**src/rtl/excitation_pkg.sv**
```systemverilog
// +----------------------------------------------------------------------------+
// | excitation_pkg                                                             |
// | Shared types and constants for the excitation generator.                   |
// | Rev 1.0 - initial release                                                  |
// +----------------------------------------------------------------------------+
`default_nettype none

package excitation_pkg;

    typedef enum logic [1:0] {
        IDLE     = 2'd0,
        VOICED   = 2'd1,
        UNVOICED = 2'd2
    } exc_state_e;

    localparam int MIN_PERIOD     = 2;
    localparam int DEF_OUT_WIDTH  = 16;
    localparam int DEF_GAIN_WIDTH = 8;

    // Left shift that puts the gain MSB just below the output sign bit.
    function automatic int pulse_shift(input int out_w, input int gain_w);
        return out_w - 1 - gain_w;
    endfunction

    localparam int PULSE_SHIFT = pulse_shift(DEF_OUT_WIDTH, DEF_GAIN_WIDTH);

endpackage

`default_nettype wire

```
**src/rtl/excitation_gen_if.sv**
```systemverilog
// +----------------------------------------------------------------------------+
// | excitation_gen_if                                                          |
// | Control, noise and sample-output bundle of the excitation generator.       |
// | Rev 1.0 - initial release                                                  |
// +----------------------------------------------------------------------------+
`default_nettype none

interface excitation_gen_if #(
    parameter int OUT_WIDTH    = 16,
    parameter int PERIOD_WIDTH = 16,
    parameter int GAIN_WIDTH   = 8
);
    logic [30:0]                   noise_in;
    logic                          sample_tick_in;
    logic                          enable_in;
    logic                          voiced_in;
    logic [PERIOD_WIDTH-1:0]       pitch_period_in;
    logic [GAIN_WIDTH-1:0]         gain_in;
    logic signed [OUT_WIDTH-1:0]   excitation_out;
    logic                          valid_out;

    modport master (
        output noise_in, sample_tick_in, enable_in, voiced_in, pitch_period_in, gain_in,
        input  excitation_out, valid_out
    );

    modport slave (
        input  noise_in, sample_tick_in, enable_in, voiced_in, pitch_period_in, gain_in,
        output excitation_out, valid_out
    );
endinterface

`default_nettype wire

```
**src/rtl/excitation_pulse_shaper.sv**
```systemverilog
// +----------------------------------------------------------------------------+
// | excitation_pulse_shaper                                                    |
// | Maps (period counter, gain) to the voiced sample. EXCITATION_GLOTTAL_EN    |
// | selects a 4-sample decaying pulse instead of a single impulse.             |
// | Rev 1.0 - initial release                                                  |
// +----------------------------------------------------------------------------+
`default_nettype none

module excitation_pulse_shaper
    import excitation_pkg::*;
#(
    parameter int OUT_WIDTH    = 16,
    parameter int PERIOD_WIDTH = 16,
    parameter int GAIN_WIDTH   = 8
) (
    input  wire logic [PERIOD_WIDTH-1:0]     cnt_i,
    input  wire logic [GAIN_WIDTH-1:0]       gain_i,
    output logic signed [OUT_WIDTH-1:0]      sample_o
);

    localparam int SHIFT = pulse_shift(OUT_WIDTH, GAIN_WIDTH);

    logic signed [OUT_WIDTH-1:0] w_amp;

    assign w_amp = $signed(OUT_WIDTH'(gain_i) << SHIFT);

`ifdef EXCITATION_GLOTTAL_EN
    always_comb begin
        sample_o = '0;
        if (cnt_i < PERIOD_WIDTH'(4)) begin
            sample_o = w_amp >>> cnt_i[1:0];
        end
    end
`else
    assign sample_o = (cnt_i == '0) ? w_amp : '0;
`endif

endmodule

`default_nettype wire

```
**src/rtl/excitation_gen.sv**
```systemverilog
// +----------------------------------------------------------------------------+
// | excitation_gen                                                             |
// | Per-tick pulse-train / scaled-noise excitation source. Optional glottal    |
// | pulse shaping via EXCITATION_GLOTTAL_EN (see excitation_pulse_shaper).     |
// | Rev 1.0 - initial release                                                  |
// +----------------------------------------------------------------------------+
`default_nettype none

module excitation_gen
    import excitation_pkg::*;
#(
    parameter int OUT_WIDTH    = 16,
    parameter int PERIOD_WIDTH = 16,
    parameter int GAIN_WIDTH   = 8
) (
    input  wire logic        clk_in,
    input  wire logic        rst_in,
    excitation_gen_if.slave  bus
);

    localparam int PROD_W = 16 + GAIN_WIDTH + 1;

    exc_state_e                   state_q;
    logic [PERIOD_WIDTH-1:0]      cnt_q;
    logic [PERIOD_WIDTH-1:0]      period_q;
    logic signed [OUT_WIDTH-1:0]  exc_q;
    logic                         valid_q;

    logic                         w_wrap;
    logic [PERIOD_WIDTH-1:0]      w_period_new;
    logic [PERIOD_WIDTH-1:0]      w_pulse_cnt;
    logic signed [OUT_WIDTH-1:0]  w_pulse;
    logic signed [PROD_W-1:0]     w_prod;
    logic signed [PROD_W-1:0]     w_scaled;
    logic signed [OUT_WIDTH-1:0]  w_noise;
    logic                         w_unused;

    assign w_wrap       = (cnt_q == period_q - PERIOD_WIDTH'(1));
    assign w_period_new = (bus.pitch_period_in < PERIOD_WIDTH'(MIN_PERIOD)) ?
                          PERIOD_WIDTH'(MIN_PERIOD) : bus.pitch_period_in;

    // Counter value the voiced sample on this tick is computed for.
    assign w_pulse_cnt  = (state_q == VOICED && !w_wrap) ? cnt_q + PERIOD_WIDTH'(1) : '0;

    excitation_pulse_shaper #(
        .OUT_WIDTH    (OUT_WIDTH),
        .PERIOD_WIDTH (PERIOD_WIDTH),
        .GAIN_WIDTH   (GAIN_WIDTH)
    ) u_shaper (
        .cnt_i    (w_pulse_cnt),
        .gain_i   (bus.gain_in),
        .sample_o (w_pulse)
    );

    // Signed noise times zero-extended gain; |n|*gain/2^GAIN_WIDTH always fits.
    assign w_prod   = PROD_W'($signed(bus.noise_in[30:15])) * PROD_W'($signed({1'b0, bus.gain_in}));
    assign w_scaled = w_prod >>> GAIN_WIDTH;
    assign w_noise  = w_scaled[OUT_WIDTH-1:0];
    assign w_unused = ^{bus.noise_in[14:0], w_scaled[PROD_W-1:OUT_WIDTH]};

    always_ff @(posedge clk_in or negedge rst_in) begin
        if (!rst_in) begin
            state_q  <= IDLE;
            cnt_q    <= '0;
            period_q <= PERIOD_WIDTH'(MIN_PERIOD);
            exc_q    <= '0;
            valid_q  <= 1'b0;
        end else begin
            valid_q <= bus.sample_tick_in;
            if (bus.sample_tick_in) begin
                if (!bus.enable_in) begin
                    state_q <= IDLE;
                    cnt_q   <= '0;
                    exc_q   <= '0;
                end else begin
                    case (state_q)
                        VOICED: begin
                            if (w_wrap) begin
                                cnt_q    <= '0;
                                period_q <= w_period_new;
                                if (bus.voiced_in) begin
                                    exc_q <= w_pulse;
                                end else begin
                                    state_q <= UNVOICED;
                                    exc_q   <= w_noise;
                                end
                            end else begin
                                cnt_q <= cnt_q + PERIOD_WIDTH'(1);
                                exc_q <= w_pulse;
                            end
                        end
                        UNVOICED: begin
                            if (bus.voiced_in) begin
                                state_q  <= VOICED;
                                cnt_q    <= '0;
                                period_q <= w_period_new;
                                exc_q    <= w_pulse;
                            end else begin
                                exc_q <= w_noise;
                            end
                        end
                        default: begin
                            cnt_q    <= '0;
                            period_q <= w_period_new;
                            if (bus.voiced_in) begin
                                state_q <= VOICED;
                                exc_q   <= w_pulse;
                            end else begin
                                state_q <= UNVOICED;
                                exc_q   <= w_noise;
                            end
                        end
                    endcase
                end
            end
        end
    end

    assign bus.excitation_out = exc_q;
    assign bus.valid_out      = valid_q;

endmodule

`default_nettype wire

```
**src/flat_wrapper.sv**
```systemverilog
// flat-port wrapper written by rule: the top's interface ports become plain ports
module excitation_gen_flat import excitation_pkg::*;
#(
    parameter int OUT_WIDTH    = 16,
    parameter int PERIOD_WIDTH = 16,
    parameter int GAIN_WIDTH   = 8
)
  (clk_in, rst_in, bus_noise_in, bus_sample_tick_in, bus_enable_in, bus_voiced_in, bus_pitch_period_in, bus_gain_in, bus_excitation_out, bus_valid_out);
  excitation_gen_if #(.OUT_WIDTH(OUT_WIDTH), .PERIOD_WIDTH(PERIOD_WIDTH), .GAIN_WIDTH(GAIN_WIDTH)) bus_i ();
  input  wire logic clk_in;
  input  wire logic rst_in;
  input wire logic [$bits(bus_i.noise_in)-1:0] bus_noise_in;
  input wire logic [$bits(bus_i.sample_tick_in)-1:0] bus_sample_tick_in;
  input wire logic [$bits(bus_i.enable_in)-1:0] bus_enable_in;
  input wire logic [$bits(bus_i.voiced_in)-1:0] bus_voiced_in;
  input wire logic [$bits(bus_i.pitch_period_in)-1:0] bus_pitch_period_in;
  input wire logic [$bits(bus_i.gain_in)-1:0] bus_gain_in;
  output wire logic [$bits(bus_i.excitation_out)-1:0] bus_excitation_out;
  output wire logic [$bits(bus_i.valid_out)-1:0] bus_valid_out;
  assign bus_i.noise_in = bus_noise_in;
  assign bus_i.sample_tick_in = bus_sample_tick_in;
  assign bus_i.enable_in = bus_enable_in;
  assign bus_i.voiced_in = bus_voiced_in;
  assign bus_i.pitch_period_in = bus_pitch_period_in;
  assign bus_i.gain_in = bus_gain_in;
  assign bus_excitation_out = bus_i.excitation_out;
  assign bus_valid_out = bus_i.valid_out;
  excitation_gen #(.OUT_WIDTH(OUT_WIDTH), .PERIOD_WIDTH(PERIOD_WIDTH), .GAIN_WIDTH(GAIN_WIDTH)) u_core (.clk_in(clk_in), .rst_in(rst_in), .bus(bus_i));
endmodule
```
**config.mk**
```make
export PLATFORM = sky130hd
export DESIGN_NAME = excitation_gen_flat
export DESIGN_NICKNAME = d
export VERILOG_FILES = /design/src/rtl/excitation_pkg.sv /design/src/rtl/excitation_gen_if.sv /design/src/rtl/excitation_pulse_shaper.sv /design/src/rtl/excitation_gen.sv /design/src/flat_wrapper.sv
export SDC_FILE = /design/constraint.sdc
export NUM_CORES = 1
export LEC_CHECK = 0
export ABC_AREA = 1
export BUFFER_PORTS_ARGS = -buffer_cell sky130_fd_sc_hd__buf_4
export CAP_MARGIN = 20
export CORE_ASPECT_RATIO = 1.25
export CORE_MARGIN = 8
export CORE_UTILIZATION = 45
export DETAILED_ROUTE_END_ITERATION = 10
export PLACE_DENSITY_LB_ADDON = 0.1
export SLEW_MARGIN = 20
export SYNTH_ARGS = -nofsm -noshare
export SYNTH_HDL_FRONTEND = slang
export SYNTH_SLANG_ARGS = --single-unit
```
**constraint.sdc**
```tcl
create_clock -name clk_in -period 3 [get_ports clk_in]
set_input_delay 0.45 -clock clk_in [delete_from_list [all_inputs] [get_ports clk_in]]
set_output_delay 0.45 -clock clk_in [all_outputs]
set_load 0.01 [all_outputs]
```
# Word level (Yosys, flattened, before mapping)
# Index checks and enable logic that the tools add are counted.
classes:
  n_addsub: 2
  mul: 1
  n_lt_le_gt_ge: 1
  n_eq_ne: 8
  muxes: 20
  reduce_logical: 6
ops:
  columns: ["cell", "n"]
  rows:
  - ["$mux 16", 11]
  - ["$pmux 16 s2", 2]
  - ["$mul 16x9->24", 1]
  - ["$add 16x1->16 const B", 1]
  - ["$eq 16x16->1", 1]
  - ["$logic_not 16->1", 1]
  - ["$lt 16x2->1 const B", 1]
  - ["$sub 16x1->16 const B", 1]
  - ["$mux 15", 1]
  - ["$mux 2", 5]
  - ["$reduce_and 4->1", 2]
  - ["$ne 3x3->1 const B", 2]
  - ["$pmux 2 s2", 1]
  - ["$ne 3x2->1 const B", 1]
  - ["$eq 2x1->1 const B", 1]
  - ["$eq 2x2->1 const B", 1]
  - ["$ne 2x1->1 const B", 1]
  - ["$ne 2x2->1 const B", 1]
  - ["$reduce_and 2->1", 1]
  - ["$logic_and 1x1->1", 1]
  - ["$logic_not 1->1", 1]
totals:
  ff_bits: 51
  in_bits: 60
  output_inout_bits: 17
  wordCells: 43

# Logic depth before layout (Yosys ltp)
# Gate-level depths: netlist of run 1.
depth:
  ltp_word: 11
  depth_mapped: 26
  ltp_nobuf: 24

# Cells and area by module
# From an unflattened synthesis of run 1, not the netlist that was laid out.
hier_totals:
  cells_unflattened: 1213
  area_unflattened_um2: 8239.2
modules_own_cells:
  columns: ["mod", "instances", "cells_each", "area_each_um2", "seq_area_each_um2"]
  rows:
  - ["excitation_gen", 1, 1173, 8056.5, 1277.5]
  - ["excitation_pulse_shaper", 1, 40, 182.7, 0.0]

# Worst setup path before layout of run 1
# No wires, ideal clock.
synth_timing:
  path_type: "input to register"
  from: "input bus_gain_in[5]"
  to: "register u_core.exc_q[7] (netlist: u_core.bus.excitation_out[7])"
  setup_ns: 0.124
  arrival_time_ns: 4.781
  required_ns: 2.876
  slack_ns: -1.904
  path_stages: 19
  path_buffers: 2
  cell_sequence: "clkbuf_1 clkbuf_1 nand2_1 fa_1 inv_1 fa_1 fa_1 inv_1 fa_1 inv_1 ha_1 a21oi_1 o21ai_0 a21o_1 a21oi_1 o21ai_0 or2_2 a32oi_1 nand2_1"
synth_via:
  elab_chain_len: 5
synth_lines:
  columns: ["item", "line_no", "rtl"]
  rows:
  - ["start, declared", "flat_wrapper.sv:17", "input wire logic [$bits(bus_i.gain_in)-1:0] bus_gain_in;"]
  - ["$mul 16x9->24 *", "excitation_gen.sv:56", "assign w_prod = PROD_W'($signed(bus.noise_in[30:15])) * PROD_W'($signed({1'b0, bus.gain_in}));"]
  - ["$mux 16 *", "excitation_gen.sv:81, excitation_gen.sv:93, excitation_gen.sv:105", null]
  - ["$mux 16", "excitation_gen.sv:78", "if (w_wrap) begin"]
  - ["$mux 16 *", null, null]
  - ["$mux 16 *", "excitation_gen.sv:71", "if (!bus.enable_in) begin"]
  - ["end signal, assigned", "excitation_gen.sv:82", "exc_q <= w_pulse;"]
  - ["end signal, assigned", "excitation_gen.sv:85", "exc_q <= w_noise;"]
  - ["end signal, assigned", "excitation_gen.sv:107", "exc_q <= w_pulse;"]
  - ["end, declared", "excitation_gen.sv:26", "logic signed [OUT_WIDTH-1:0] exc_q;"]
# Mark *: on every way between the ends. The rest lies on a longest branch, timed or not.
# A chain may end at the register's enable or synchronous reset.

# Final worst setup path of run 1
layout_timing:
  from: "input bus_gain_in[3]"
  to: "register u_core.exc_q[13] (netlist: u_core.bus.excitation_out[13])"
# Same word-level chain as after synthesis.

==> impl_metrics.env, run 1 <==
export IMPL_finalHoldViolations=0
export IMPL_synthCells=1063
export IMPL_worst_path_largest_cell_delay_ns=0.53
export IMPL_critPathTopFamily="adder cells"
export IMPL_ir_drop_v=0.000340
export IMPL_core_um2=17200
export IMPL_dieArea_um2=21800
export IMPL_synthFlopType="dfrtp_1"
export IMPL_reg2reg_to="u_core.bus.excitation_out[12]"
export IMPL_grt_busiest_layer="met2"
export IMPL_grt_max_degree=52
export IMPL_antenna_found_initial=0
export IMPL_via_count=6845
export IMPL_postRouteAntennaNets=0
export IMPL_port_buffers=61
export IMPL_cts_root_buf="clkbuf_16"
export IMPL_cp_num_buf_inv=4
export IMPL_critPathMostFrequentCell="fa_1"
export IMPL_crit_arrival_ns=4.24
export IMPL_yosysTopAreaCell="fa_1"
export IMPL_wire_per_inst_um=14.4
export IMPL_final_cells=1426
export IMPL_final_common_cell="nand2_1"
export IMPL_grtUsageMet3_pct=1.60
export IMPL_yosysTopAreaCellShare_pct=25.4
export IMPL_period_minus_slack_ns=4.05
export IMPL_nNetsFinal=1407
export IMPL_crit_chain="buf_12, nand2_2, fa_1, fa_1, inv_2, fa_1, inv_1, fa_1, inv_2, ha_4, a21oi_2, o21ai_2, o21bai_1, nand3_1, nand2_2, nand3_2, nand2_2, a21o_1, nor2_1, nor2_1, nand2_1, nand3_1"
export IMPL_worstSetupPathType="in -> reg"
export IMPL_status="finished, violations left"
export IMPL_dp_hpwl_um=16500
export IMPL_setup_viol=16
export IMPL_period_share_pct=135
export IMPL_cts_buffers=5
export IMPL_synth_seq_area_share_pct=16.4
export IMPL_finalSetupTns_ns=-14.55
export IMPL_placementRows=54
export IMPL_cap_violations=0
export IMPL_synth_seq_cells=51
export IMPL_clockBufferDepth=2
export IMPL_fin_ws_ns=-1.05
export IMPL_worst_path_max_delay_cell="fa_1"
export IMPL_use_met2_pct=39.0
export IMPL_num_antenna_cells=0
export IMPL_most_common_layout_cells="nand2_1, inv_1, buf_4"
export IMPL_hold_ws_ns=0.160
export IMPL_syn_nets=1269
export IMPL_cellLeakagePower_nw=5.59
export IMPL_reg2reg_from="u_core.period_q[1]"
export IMPL_synth_edf_count=0
export IMPL_pwr_density_cell_nw_per_um2=806
export IMPL_insertion_delay_ns=0.30
export IMPL_startpoint_type="input port"
export IMPL_grt_pass1_wl_um=35200
export IMPL_violations="negative setup slack"
export IMPL_ys_async_sr_fraction_pct=100
export IMPL_tightest_slew_ns=0.655
export IMPL_dp_cells=1400
export IMPL_io_pins=77
export IMPL_fillers=1652
export IMPL_drive_gt1_share_pct=26.1
export IMPL_gr_usage_all_layers_pct=19.8
export IMPL_rsz0062_at_grt="yes"
export IMPL_min_path_type="in -> async"
export IMPL_critPathLaunch="bus_gain_in[3]"
export IMPL_synth_area_um2=7790
export IMPL_h_tree_depth=2
export IMPL_relSlewSlack_pct=56.3
export IMPL_drt_total_wl_um=20600
export IMPL_syn_mean_instance_area_um2=7.33
export IMPL_crit_path_end_kind="flip-flop"
export IMPL_grt_pass1_vias=7420
export IMPL_timing_fmax_mhz=247
export IMPL_r2r_slack_ns=0.28
export IMPL_overflow=0
export IMPL_drtIter0Drc=312
export IMPL_viasPerCell=4.80
export IMPL_clkTransAtPathRegs_ns=0.08
export IMPL_crit_cells=22
export IMPL_area_growth_pct=29.5
export IMPL_maxSlewViolCount=0
export IMPL_chipHeight_um=163
export IMPL_cp_required_ns=3.19
export IMPL_cp_max_fo=15
export IMPL_die_x_um=134
export IMPL_drt_drc_violations_left=0
export IMPL_yosys_warnings=0
export IMPL_first_pass_iters=4
export IMPL_start_util_pct=45.2
export IMPL_clock_skew_ns=0.00948
export IMPL_routabilityCongestion=0.868
export IMPL_cts_tree="built"
export IMPL_synthTopCellsByArea="fa_1, dfrtp_1, nand2_1"
export IMPL_met1_usage_pct=21.6
export IMPL_cts_sinks=51
export IMPL_worstSetupEndpoint="u_core.bus.excitation_out[13]"
export IMPL_rr_worst_depth=20
export IMPL_ys_types=43
## power breakdown
part / switching [W] / internal, W / total (W)
Combinational: 0.00325 / 0.00317 / 0.00642
Sequential: 0.000223 / 0.000893 / 0.00112
Clock: 0.000279 / 0.000315 / 0.000594
## per-layer routing
metal	share of wire, %	vias to the layer above
li1	-	3450
met1	40	3275
met2	56	92
met3	2.2	28
met4	2.6	0
met5	0	-
## registers in the layout (all words and copies together), names as in the netlist
name / count
u_core.cnt_q: 16
u_core.state_q: 2
u_core.bus.excitation_out: 16
u_core.bus.valid_out: 1
u_core.period_q: 16
## per-stage QoR
stage	util (%)	instance area, um2	total power, W	setup slack [ns]
after global routing	58.6	10100	0.00902	-1.26
after floorplan	-	8190	0.00496	-1.30
after detailed placement	53.9	9290	0.00696	-1.57
after global placement	53.9	9290	0.00691	-1.54
after CTS	57.8	9960	0.00808	-1.02
final	58.6	10100	0.00813	-1.05
## worst register-to-register path: stages (launching register included)
cell and delay [ns]:
dfstp_2 0.53, inv_1 0.06, ha_1 0.30, nand2_1 0.06
inv_1 0.04, nor2_1 0.07, nand2_1 0.05, a21oi_1 0.14
nand2_1 0.07, nor2_1 0.12, nand2_1 0.07, nor2_2 0.14
nand2_4 0.12, buf_4 0.20, o211ai_1 0.11, nand2_2 0.10
nor2_4 0.23, nand3_2 0.08, nand2_1 0.07, nand2_1 0.05
nand2_1 0.04
## how the worst min path moves through the flow
stage                                        startpoint                       endpoint  slack, ns  cells after the start
after global routing                             rst_in             u_core.period_q[8]       0.23                      1
after CTS                                        rst_in            u_core.period_q[14]       0.20                      1
after global placement    u_core.bus.excitation_out[15]  u_core.bus.excitation_out[15]       0.47                      2
final                                            rst_in            u_core.period_q[14]       0.16                      1
after floorplan                                  rst_in   u_core.bus.excitation_out[0]       0.15                      0
after detailed placement  u_core.bus.excitation_out[15]  u_core.bus.excitation_out[15]       0.48                      2
## synth_stat cells, types with 2 or more instances
cell and number:
nand2_1 286, inv_1 262, fa_1 99, nor2_1 55, dfrtp_1 50, ha_1 47
clkbuf_1 35, o21ai_0 34, nand3_1 29, a21oi_1 27, xor2_1 22, nand4_1 19
xnor2_1 10, o32ai_1 9, nor3_1 8, mux2_2 6, nor2_2 6, o211ai_1 6
o31ai_1 5, nand2_2 4, nand2_4 4, nor2_4 4, o21bai_1 4, buf_6 3
nand3b_1 3, o211ai_2 3, a21o_1 2, clkbuf_2 2, nor4_1 2, o21a_1 2
o21ai_1 2, or2_2 2
## cells by family (layout without fill, tap and decap cells)
group / count (synthesis) / count (layout) / share of synthesized area [%]
simple gates: 424 / 424 / 23.1
mux: 7 / 7 / 1.06
buf+inv: 305 / 444 / 15.0
flops: 51 / 51 / 16.4
compound gates: 98 / 98 / 7.79
fa+ha+maj: 146 / 146 / 33.0
xor+xnor: 32 / 32 / 3.60
## final cells by class
type | instances | area [um2] | share of cell area (%)
clock buffers | 5 | 125 | 1.24
clock inverters | 3 | 22.5 | 0.223
inverters | 263 | 990 | 9.81
multi-input cells | 707 | 5780 | 57.3
flip-flops and latches | 51 | 1280 | 12.7
well taps | 224 | 280 | 2.78
repair buffers | 173 | 1610 | 16.0
## timing repair
item	in CTS	in global routing
buffers inserted	8	6
hold buffers	0	0
gates resized for setup	87	25
pin swaps	60	23
setup endpoints to repair	16	16
gates cloned	4	0
No activity file was read; power rests on OpenSTA's default activity.
==> run 2, diff against run 1 <==
--- a/config.mk
+++ b/config.mk
@@ -5,7 +5,6 @@
 export SDC_FILE = /design/constraint.sdc
 export NUM_CORES = 1
 export LEC_CHECK = 0
-export ABC_AREA = 1
 export BUFFER_PORTS_ARGS = -buffer_cell sky130_fd_sc_hd__buf_4
 export CAP_MARGIN = 20
 export CORE_ASPECT_RATIO = 1.25
@@ -17,3 +16,4 @@
 export SYNTH_ARGS = -nofsm -noshare
 export SYNTH_HDL_FRONTEND = slang
 export SYNTH_SLANG_ARGS = --single-unit
+export TNS_END_PERCENT = 100
==> run 2 against run 1 <==
  * The run still ends with negative setup slack left
  * Clock skew shrank 0.0038 ns
  * Largest power group unchanged
  * Worst setup slack got worse by 0.34 ns
  * Sequential cell count did not move
  * Critical path type unchanged
  * Hold slack better by 0.011 ns
  * Non-clock buffer count increased by 13
  * Total power shrank 2.4%
==> impl_metrics.env, run 2 <==
export IMPL_status="finished, violations left"
export IMPL_violations="negative setup slack"
export IMPL_fin_ws_ns=-1.39
export IMPL_crit_path_end_kind="flip-flop"
export IMPL_antenna_found_initial=0
export IMPL_cts_sinks=51
export IMPL_startpoint_type="input port"
export IMPL_postRouteAntennaNets=0
export IMPL_synth_seq_area_share_pct=17.3
export IMPL_synth_area_um2=7400
export IMPL_cp_num_buf_inv=4
export IMPL_yosys_warnings=0
export IMPL_pwr_density_cell_nw_per_um2=793
export IMPL_synth_xor_area_share_pct=4.26
export IMPL_crit_arrival_ns=4.56
export IMPL_drive_gt1_share_pct=32.7
export IMPL_start_util_pct=45.8
export IMPL_insertion_delay_ns=0.29
export IMPL_overflow=0
export IMPL_wire_per_inst_um=16.2
export IMPL_finalHoldViolations=0
export IMPL_worst_path_max_delay_cell="fa_1"
export IMPL_synthFlopType="dfrtp_1"
export IMPL_fillers=1393
export IMPL_final_util_pct=62.1
export IMPL_grt_max_degree=52
export IMPL_r2r_slack_ns=-0.22
export IMPL_reg2reg_to="u_core.bus.excitation_out[13]"
export IMPL_cp_max_fo=8
export IMPL_reg2reg_from="u_core.period_q[0]"
export IMPL_rsz0062_at_grt="yes"
export IMPL_finalSetupTns_ns=-20.51
export IMPL_synth_compound_area_share_pct=10.4
export IMPL_hold_ws_ns=0.171
export IMPL_synth_common_cells="inv_1, nand2_1, fa_1, and2_1, dfrtp_1"
export IMPL_synthAdderAreaFrac_pct=34.9
export IMPL_synth_simple_area_share_pct=19.9
export IMPL_most_common_layout_cells="buf_4, inv_1, fa_1"
export IMPL_crit_chain="buf_12, nand2_4, fa_1, inv_2, fa_1, fa_1, inv_1, fa_1, inv_2, ha_4, o211ai_1, a21o_1, o21a_2, o31ai_4, o21a_1, nor2_1, xnor2_1, a221o_1"
export IMPL_clkTransAtPathRegs_ns=0.06
export IMPL_final_common_cell="buf_4"
export IMPL_nNetsFinal=1195
export IMPL_grtUsageMet3_pct=1.88
export IMPL_h_tree_depth=2
export IMPL_synth_most_common_cell="inv_1"
export IMPL_finalInstanceArea_um2=10000
export IMPL_rr_worst_depth=9
export IMPL_clock_skew_ns=0.00563
export IMPL_met1_usage_pct=20.9
export IMPL_grt_busiest_layer="met2"
export IMPL_ys_async_sr_fraction_pct=100
export IMPL_cts_hold_buffers_added=0
export IMPL_placementRows=52
export IMPL_yosysTopAreaCell="fa_1"
export IMPL_cts_root_buf="clkbuf_16"
export IMPL_timing_fmax_mhz=228
export IMPL_critPathMostFrequentCell="fa_1"
export IMPL_min_path_type="in -> async"
export IMPL_first_pass_iters=5
export IMPL_cap_violations=0
export IMPL_area_growth_pct=35.4
export IMPL_ys_types=62
export IMPL_via_count=6259
export IMPL_use_met2_pct=36.6
export IMPL_die_x_um=131
export IMPL_drtIter0Drc=266
export IMPL_syn_nets=1037
export IMPL_period_minus_slack_ns=4.39
export IMPL_synthCells=831
export IMPL_cp_required_ns=3.18
export IMPL_io_pins=77
export IMPL_num_antenna_cells=0
export IMPL_tightest_slew_ns=0.860
export IMPL_setup_viol=48
export IMPL_worst_path_largest_cell_delay_ns=0.55
export IMPL_cts_buffers=5
export IMPL_placed_area_um2=8880
export IMPL_synth_top_family_by_area="adder cells"
export IMPL_synthMuxAreaShare_pct=3.64
export IMPL_synthTopCellsByArea="fa_1, dfrtp_1, ha_1"
export IMPL_dp_hpwl_um=15300
export IMPL_ir_drop_v=0.000357
export IMPL_yosysTopAreaCellShare_pct=26.8
export IMPL_dieArea_um2=20800
export IMPL_drt_total_wl_um=19600
export IMPL_critPathTopFamily="adder cells"
export IMPL_chipHeight_um=159
export IMPL_port_buffers=61
export IMPL_grt_pass1_vias=7066
export IMPL_worstSetupPathType="in -> reg"
export IMPL_cts_tree="built"
export IMPL_routabilityCongestion=0.844
export IMPL_synth_seq_cells=51
export IMPL_grt_pass1_wl_um=32600
export IMPL_viasPerCell=5.19
export IMPL_period_share_pct=146
export IMPL_core_um2=16100
export IMPL_synth_edf_count=0
export IMPL_gr_usage_all_layers_pct=19.4
export IMPL_maxSlewViolCount=0
export IMPL_clockBufferDepth=2
export IMPL_relSlewSlack_pct=42.5
export IMPL_syn_mean_instance_area_um2=8.90
export IMPL_cellLeakagePower_nw=4.78
export IMPL_drt_drc_violations_left=0
run 2: cell types whose count changed after synthesis, moves of 16 or more:
cell / previous run / this run
inv_1: 262 / 147
o21ai_0: 34 / 13
nor2_1: 55 / 28
nand2_1: 286 / 104
and2_1: 0 / 55
xnor2_1: 10 / 26
nand3_1: 29 / 12
run 2: worst max path at each step:
stage	depth (start not counted)	endpoint	from
2_1_floorplan	19	u_core.bus.excitation_out[14]	bus_gain_in[2]
4_1_cts	17	u_core.bus.excitation_out[14]	bus_noise_in[26]
3_5_place_dp	17	u_core.bus.excitation_out[14]	bus_gain_in[5]
3_3_place_gp	17	u_core.bus.excitation_out[14]	bus_gain_in[5]
5_1_grt	18	u_core.bus.excitation_out[15]	bus_gain_in[1]
6_report	18	u_core.bus.excitation_out[14]	bus_gain_in[2]
run 2: where the power goes:
part           leakage [nW]  switching (W)  internal, W  total [W]
sequential            0.661       0.000180     0.000897    0.00108
combinational          4.04        0.00295      0.00333    0.00627
clock                0.0772       0.000237     0.000355   0.000592
run 2: metal layers:
metal  vias to the layer above  share of wire [%]
li1                       2999                  -
met1                      3082                 39
met2                       129                 54
met3                        49                3.0
met4                         0                3.9
met5                         -                  0
run 2: layout make-up:
type	instances	area (um2)	share of cell area, %
sequential	51	1280	12.8
timing repair buffer	186	1740	17.3
inverter	148	556	5.55
tap	216	270	2.70
clock buffer	8	156	1.56
multi-input combinational	597	6020	60.1
run 2: worst register-to-register path, stage by stage (launching register included):
cell	delay [ns]
dfrtp_1	0.42
buf_6	0.14
or3_4	0.38
or3_4	0.40
a2111oi_4	0.30
nand4_1	0.14
a2111o_1	0.38
o21ai_4	0.21
mux2i_1	0.54
a221o_1	0.26
run 2: cell families (layout without fill, tap and decap cells):
family | after synthesis | after routing
simple gates | 287 | 288
buf+inv | 184 | 342
fa+ha+maj | 147 | 147
compound gates | 101 | 101
flops | 51 | 51
xor+xnor | 36 | 36
mux | 25 | 25
run 2: through the flow:
step                      worst slack (ns)  power [W]  instances
after detailed placement             -1.89    0.00626       1173
after global routing                 -1.52    0.00868       1206
after floorplan                      -1.66    0.00451        831
after global placement               -1.87    0.00614       1173
final                                -1.39    0.00794       1206
after CTS                            -1.37    0.00752       1199
run 2: repair_timing:
| item | in CTS | in global routing |
|---|---|---|
| gates resized for setup | 126 | 47 |
| buffers inserted | 13 | 9 |
| cloned | 6 | 1 |
| pin swaps | 96 | 31 |
| endpoints found under the setup margin | 45 | 50 |
| hold endpoints to repair | 0 | 0 |
